**config.mk**
```make
export PLATFORM = sky130hd
export DESIGN_NAME = snoop_bus_arbiter
export DESIGN_NICKNAME = d
export VERILOG_FILES = /design/src/rtl/snoop_bus_arbiter.sv
export SDC_FILE = /design/constraint.sdc
export NUM_CORES = 1
export LEC_CHECK = 0
export ABC_CLOCK_PERIOD_IN_PS = 1600
export BUFFER_PORTS_ARGS = -buffer_cell sky130_fd_sc_hd__buf_2
export CAP_MARGIN = 15
export CORE_MARGIN = 4
export CORE_UTILIZATION = 35
export CTS_CLUSTER_DIAMETER = 50
export CTS_CLUSTER_SIZE = 20
export DETAILED_ROUTE_END_ITERATION = 8
export PLACE_DENSITY = 0.71
export REMOVE_ABC_BUFFERS = 1
export SETUP_SLACK_MARGIN = 0.3
export SLEW_MARGIN = 0
export SYNTH_ARGS = -nofsm -noshare
export SYNTH_HDL_FRONTEND = slang
export SYNTH_SLANG_ARGS = --single-unit
```
**constraint.sdc**
```tcl
create_clock -name clk_i -period 1.6 [get_ports clk_i]
set_clock_uncertainty 0.2 [all_clocks]
set_input_delay 0.32 -clock clk_i [delete_from_list [all_inputs] [get_ports clk_i]]
set_output_delay 0.32 -clock clk_i [all_outputs]
set_load 0.05 [all_outputs]
```
**src/rtl/snoop_bus_arbiter.sv**
```systemverilog
// snoop_bus_arbiter: round-robin grant, snoop broadcast and completion sequencing for a shared MSI bus
module snoop_bus_arbiter #(
  parameter int NUM_CPUS    = 2,
  parameter int NUM_LINES   = 2,
  parameter int MEM_LATENCY = 3
) (
  input  logic                          clk_i,
  input  logic                          rst_i,
  input  logic [NUM_CPUS-1:0]           req_i,
  input  logic [3*NUM_CPUS-1:0]         msg_i,
  input  logic [NUM_LINES*NUM_CPUS-1:0] addr_i,
  input  logic [NUM_CPUS-1:0]           flush_i,
  output logic [NUM_CPUS-1:0]           gnt_o,
  output logic [2:0]                    bus_msg_o,
  output logic [NUM_LINES-1:0]          bus_addr_o,
  output logic [$clog2(NUM_CPUS)-1:0]   bus_owner_o,
  output logic                          busy_o,
  output logic                          data_valid_o,
  output logic                          multi_flush_err_o
);
  localparam int OW = $clog2(NUM_CPUS);
  localparam int CW = (MEM_LATENCY > 1) ? $clog2(MEM_LATENCY) : 1;
  localparam logic [OW:0]   NC   = (OW+1)'(NUM_CPUS);
  localparam logic [OW-1:0] LAST = OW'(NUM_CPUS - 1);
  localparam logic [2:0]    UPGR = 3'd3;
  typedef enum logic [2:0] {S_IDLE, S_GRANT, S_BCAST, S_MEM, S_DONE} state_t;
  state_t                r_state;
  logic [OW-1:0]         r_rr, r_owner;
  logic [CW-1:0]         r_cnt;
  logic [NUM_CPUS-1:0]   r_gnt;
  logic [2:0]            r_bus_msg;
  logic [NUM_LINES-1:0]  r_bus_addr;
  logic                  r_busy, r_dv, r_err;
  logic [2*NUM_CPUS-1:0] w_dbl;
  logic [NUM_CPUS-1:0]   w_rot, w_fl;
  logic [OW-1:0]         w_off, w_win, w_nxt;
  logic [OW:0]           w_sum;
  logic [2:0]            w_msg;
  logic [NUM_LINES-1:0]  w_addr;
  logic                  w_found, w_bad, w_upgr, w_multi;
  // rotate requests so bit 0 is the rr_ptr position; lowest set bit then wins
  assign w_dbl   = {req_i, req_i} >> r_rr;
  assign w_rot   = w_dbl[NUM_CPUS-1:0];
  assign w_found = |w_rot;
  always_comb begin
    w_off = '0;
    for (int i = NUM_CPUS - 1; i >= 0; i--)
      if (w_rot[i]) w_off = OW'(i);
  end
  assign w_sum = {1'b0, r_rr} + {1'b0, w_off};
  assign w_win = (w_sum >= NC) ? OW'(w_sum - NC) : OW'(w_sum);
  assign w_nxt = (w_win == LAST) ? '0 : w_win + 1'b1;
  always_comb begin
    w_msg  = '0;
    w_addr = '0;
    w_fl   = '0;
    for (int i = 0; i < NUM_CPUS; i++) begin
      if (r_owner == OW'(i)) begin
        w_msg  = msg_i[3*i +: 3];
        w_addr = addr_i[NUM_LINES*i +: NUM_LINES];
      end
      w_fl[i] = flush_i[i] & (r_owner != OW'(i));
    end
  end
  assign w_bad   = (w_msg == 3'd0) || w_msg[2];
  assign w_upgr  = (r_bus_msg == UPGR);
  assign w_multi = ($countones(w_fl) > 1);
  always_ff @(posedge clk_i or negedge rst_i) begin
    if (!rst_i) begin
      r_state    <= S_IDLE;
      r_rr       <= '0;
      r_owner    <= '0;
      r_cnt      <= '0;
      r_gnt      <= '0;
      r_bus_msg  <= '0;
      r_bus_addr <= '0;
      r_busy     <= 1'b0;
      r_dv       <= 1'b0;
      r_err      <= 1'b0;
    end else begin
      r_gnt      <= '0;
      r_bus_msg  <= '0;
      r_bus_addr <= '0;
      r_dv       <= 1'b0;
      case (r_state)
        S_IDLE: if (w_found) begin
          r_state <= S_GRANT;
          r_gnt   <= NUM_CPUS'(1) << w_win;
          r_owner <= w_win;
          r_rr    <= w_nxt;
          r_busy  <= 1'b1;
        end
        S_GRANT: if (w_bad) begin
          r_state <= S_IDLE;
          r_busy  <= 1'b0;
        end else begin
          r_state    <= S_BCAST;
          r_bus_msg  <= w_msg;
          r_bus_addr <= w_addr;
        end
        S_BCAST: if (w_upgr || (|w_fl)) begin
          r_state <= S_DONE;
          r_dv    <= 1'b1;
          if (!w_upgr && w_multi) r_err <= 1'b1;
        end else begin
          r_state <= S_MEM;
          r_cnt   <= CW'(MEM_LATENCY - 1);
        end
        S_MEM: if (r_cnt == '0) begin
          r_state <= S_DONE;
          r_dv    <= 1'b1;
        end else r_cnt <= r_cnt - 1'b1;
        S_DONE: begin
          r_state <= S_IDLE;
          r_busy  <= 1'b0;
        end
        default: begin
          r_state <= S_IDLE;
          r_busy  <= 1'b0;
        end
      endcase
    end
  end
  assign gnt_o             = r_gnt;
  assign bus_msg_o         = r_bus_msg;
  assign bus_addr_o        = r_bus_addr;
  assign bus_owner_o       = r_owner;
  assign busy_o            = r_busy;
  assign data_valid_o      = r_dv;
  assign multi_flush_err_o = r_err;
endmodule
```
# Word-level counts from Yosys, hierarchy flattened
# Index checks and enable logic that the tools add are counted.
# word_totals
output_inout_bits	11
ff_bits	17
# op_classes
order_cmp	2
shifts	2
bitwise_logic	4
n_addsub	5
n_reduce_logical	16
n_mux	26
eq_ne	9
# op_table
op	n
two-way mux 3 bit	6
two-way mux 2 bit	8
one-hot mux 3 bit (4 select lines)	1
!= test 2 bit (second input constant)	5
== test 3 x 2 -> 1 bit (second input constant)	3
AND reduction 3 bit	3
two-way mux 1 bit	8
logical NOT 3 bit	2
OR reduction 2 bit	3
adder 1 x 1 -> 2 bit	2
one-hot mux 2 bit (2 select lines)	1
AND reduction 2 bit	2
right shift 4 x 1 -> 2 bit	1
== test 3 x 1 -> 1 bit (second input constant)	1
one-hot mux 1 bit (3 select lines)	1
AND 1 bit	2
>= comparator 2 bit (second input constant)	1
greater-than comparator 2 x 1 -> 1 bit (second input constant)	1
logical NOT 2 bit	1
logical OR 1 bit	2
NOT 1 bit	2
one-hot mux 1 bit (2 select lines)	1
nonzero test 2 bit	1
<< shifter 1 x 1 -> 2 bit (first input constant)	1
other kinds (5)	5

# Longest topological paths before layout
# logic_depth
word_depth	9
ltp_mapped	6
depth_no_buf	6

# Least setup slack after synthesis
# No wires, ideal clock.
# synth_path
path_type	reg-to-reg
from	register r_owner (netlist: bus_owner_o)
to	register r_busy (netlist: busy_o)
slack_ns	-0.235
t_required_ns	1.318
arrival_time_ns	1.553
stages_incl_launch_ff	6
path_buffers	1
period_less_slack_ns	1.835
cell_sequence	dfrtp_1 > buf_6 > mux2i_1 > nand3_1 > or2_4 > a22oi_2
# synth_between
elab_chain_len	5
# synth_lines
item	line	source
start, declared	28	logic [OW-1:0] r_rr, r_owner;
start signal, assigned	89	r_owner <= w_win;
two-way mux 3 bit *	58	if (r_owner == OW'(i)) begin
logical NOT 3 bit	65	assign w_bad = (w_msg == 3'd0) || w_msg[2];
logical OR 1 bit *	65	
!= test 2 bit (no source line) *	--	
AND reduction 3 bit (no source line) *	--	
end signal, assigned	77	r_busy <= 1'b0;
end signal, assigned	91	r_busy <= 1'b1;
end signal, assigned	95	r_busy <= 1'b0;
end, declared	33	logic r_busy, r_dv, r_err;
# Every way passes the cells marked *; elsewhere a longest branch is shown, timed or not.
# A chain may end at the register's enable or synchronous reset.

# Worst setup path in the final report
# layout_path
from	register r_owner (netlist: bus_owner_o)
to	output port bus_owner_o
# layout_lines
item	line	source
end, declared	16	output logic [$clog2(NUM_CPUS)-1:0] bus_owner_o,
# No word-level cell between the ends.

==> metrics <==
outcome=finished clean; most used standard cells in the synthesized netlist=sky130_fd_sc_hd__dfrtp_1, sky130_fd_sc_hd__nor2_1, sky130_fd_sc_hd__mux2i_1, sky130_fd_sc_hd__nand2_1, sky130_fd_sc_hd__inv_1; count of H-tree levels built during CTS=1; Fmax achieved=0.639 GHz; post-synth top area cell=sky130_fd_sc_hd__dfrtp_1; sequential share of the synthesized area=0.548; Synth Area in Adders=0.0161; half-perimeter wire length of the detailed placement result=1200 um; count of yosys warnings during synthesis=0; number of nets at the end of the flow=136; distinct cell type count after synthesis=25; leakage dissipation=0.642 nW; Max FO, Critical Path=4; number of fill cells=151; total of flip-flops plus latches after synthesis=17; via count=719; Worst Reg-to-Reg Cells=5; number of buffers added by the clock tree synthesis step=3; WL/cell=16.2 um; complex-gate fraction of the synthesized area=0.139; async set-reset flop share out of synthesis=1.00; Post-Synth XOR/XNOR Area=0; required time at the endpoint of the critical path=1.08 ns; die extent in x=55.1 um; worst hold path cell count=2; worst voltage drop across the vdd grid=1.22 mV; wire length of the first global-routing pass=3260 um; core occupancy in the finished layout=0.638; num rows=16; signal arrival time at the worst endpoint=1.04 ns; sink count of the clock tree=17; dominant combinational cell family by area after synthesis=simple AND/OR/NAND/NOR gates; DRC viols=0; fraction of final layout cells sized beyond drive strength 1=0.627; synthesis-to-layout area growth=67.9%; Vias per Instance=4.96; pin count of the biggest net entering global routing=18; port buffer count=26; Post-Route Setup TNS=0 ns; type of element capturing the critical path=output port; boundary pin count=27; Pwr Density=1960 nW/um^2; multi-input gate area in the final layout=428 um^2; largest stage delay on the critical path=0.47 ns; placed instance count=124; Antenna Cells=0; multiplexer share of the synthesized area=0.0968; TritonCTS clock tree=built; count of flip-flops with a built-in enable after synthesis=0; total routing usage reported by global routing=0.159; final count of negative-setup-slack endpoints=0; number of antenna violations at the first check in global routing=0; Routability Congestion=0.754; overflow left after global routing=0; worst hold slack=0.0579 ns; standard cell with the maximum stage delay on the critical path=sky130_fd_sc_hd__dfrtp_2; most frequently used flop master after synthesis=sky130_fd_sc_hd__dfrtp_1; cell-by-cell listing of the critical path=buf_6 > buf_8; drt first pass iters=5; count of final max-slew check failures=0; Post-Synth Simple-Gate Area=0.156; standard cell core area=2040 um^2; share of the synthesized area in the top cell type=0.548; effective utilization at floorplan=0.380; final hold violation count=0; number of instances in the synthesized netlist=71; vias in the first global route=714; post-synthesis cell area=776 um^2; maximum root-to-sink buffer count=2; Die Ht=55.1 um; CP bufs+invs=2; final worst slack=0.0360 ns; Largest delay share family, worst path=flip-flops; most repeated cell in the gate-level netlist after synthesis=sky130_fd_sc_hd__dfrtp_1; category of the worst setup path launch point=flip-flop; Die Footprint=3030 um^2; post-placement worst setup slack=-0.0234 ns; Critical Setup Path Class=reg -> out; max-capacitance violation count=0; clk slew on worst S/H paths=0.11 ns; critical path depth in cells=2; synthesized area divided by synthesized cell count=10.9 um^2; Layout Cells excl Fill=145; Clk Latency, worst-skew pair=0.29 ns; share of the clock period used by the worst path=0.977; final worst path period need=1.56 ns; root buffer selected by CTS=sky130_fd_sc_hd__clkbuf_4; Storage cell area=429 um^2; unrepaired setup endpoints after global routing=yes; type of the worst min-delay path=in -> reg; violation count after the first detailed-route iteration=13; remaining antenna violation count after routing=0; sum of routed wire length over all layers=2340 um; synth top area cells=sky130_fd_sc_hd__dfrtp_1, sky130_fd_sc_hd__mux2i_1, sky130_fd_sc_hd__nor2_1
worst reg2reg max path, stage by stage, from the launching register on:
cell and delay, ns:
sky130_fd_sc_hd__dfrtp_2 0.47, sky130_fd_sc_hd__buf_4 0.16, sky130_fd_sc_hd__buf_6 0.12, sky130_fd_sc_hd__o32ai_4 0.25, sky130_fd_sc_hd__o21ai_1 0.12, sky130_fd_sc_hd__a22oi_2 0.18
kinds of logic after synthesis:
logic type / after synthesis
fa+ha+maj: 1
mux: 7
other cells: 1
compound gates: 13
buf+inv: 6
flops: 17
simple gates: 26
layout make-up:
type | instances | area share
Tap cell | 27 | 0.0259
Clock inverter | 1 | 0.00384
Sequential cell | 17 | 0.329
Inverter | 4 | 0.0115
Multi-Input combinational cell | 48 | 0.329
Timing Repair Buffer | 45 | 0.283
Clock buffer | 3 | 0.0173
path summary, 6_finish.rpt:
kind / start / end / slack (ns)
max reg2reg: bus_owner_o / busy_o / 0.05
max: bus_owner_o / bus_owner_o / 0.04
max in group asynchronous: rst_i / bus_owner_o / 0.59
min reg2reg: multi_flush_err_o / multi_flush_err_o / 0.21
min: req_i[0] / gnt_o[1] / 0.06
min in group asynchronous: rst_i / bus_addr_o[0] / 0.30
where the power goes:
group	switching [mW]	total [mW]	internal, mW	leakage (nW)
Sequential	0.157	0.732	0.575	0.215
Combinational	0.813	1.59	0.779	0.409
Clock	0.140	0.233	0.0928	0.0177
Total	1.11	2.56	1.45	0.642
placed cells by master, fill, tap and decap left out, types with 2 or more instances in the layout:
master	instances
sky130_fd_sc_hd__nand2_1	3
sky130_fd_sc_hd__nor2_4	2
sky130_fd_sc_hd__o21ai_1	2
sky130_fd_sc_hd__nor2_1	5
sky130_fd_sc_hd__inv_1	4
sky130_fd_sc_hd__buf_2	15
sky130_fd_sc_hd__buf_4	12
sky130_fd_sc_hd__buf_6	15
sky130_fd_sc_hd__nand2b_1	3
sky130_fd_sc_hd__dlygate4sd3_1	2
sky130_fd_sc_hd__nor2_2	4
sky130_fd_sc_hd__clkbuf_4	3
sky130_fd_sc_hd__dfrtp_1	14
sky130_fd_sc_hd__nand2_2	3
sky130_fd_sc_hd__mux2i_1	4
sky130_fd_sc_hd__dfrtp_2	3
sky130_fd_sc_hd__a21o_1	2
sky130_fd_sc_hd__a21oi_2	2
what timing repair did:
| item | CTS | global route |
|---|---|---|
| endpoints found under the hold margin | 17 | 1 |
| resized for setup | 40 | 16 |
| pin swaps | 12 | 7 |
| buffers inserted | 11 | 4 |
| hold buffers | 1 | 1 |
| gates cloned | 0 | 0 |
| setup endpoints to repair | 26 | 26 |
through the flow:
stage	cell area, um^2	total power, mW
after floorplan	761	1.39
after global placement	940	1.61
after detailed placement	940	1.63
after CTS	1210	2.31
after global routing	1300	2.69
final	1300	2.56
flip-flops by register name, summed over array words and instances, names as in the netlist:
signal             flops
bus_msg_o              3
r_state                3
bus_addr_o             2
gnt_o                  2
r_cnt                  2
bus_owner_o            1
busy_o                 1
data_valid_o           1
multi_flush_err_o      1
r_rr                   1
routing by layer:
layer / up-vias / wire length (um) / track usage
li1: 334 / - / -
met1: 352 / 923 / 0.197
met2: 27 / 1240 / 0.248
met3: 6 / 130 / 0.0483
met4: 0 / 54 / 0.0810
met5: - / 0 / 0
Note: power is estimated with default switching activity, not from simulation.
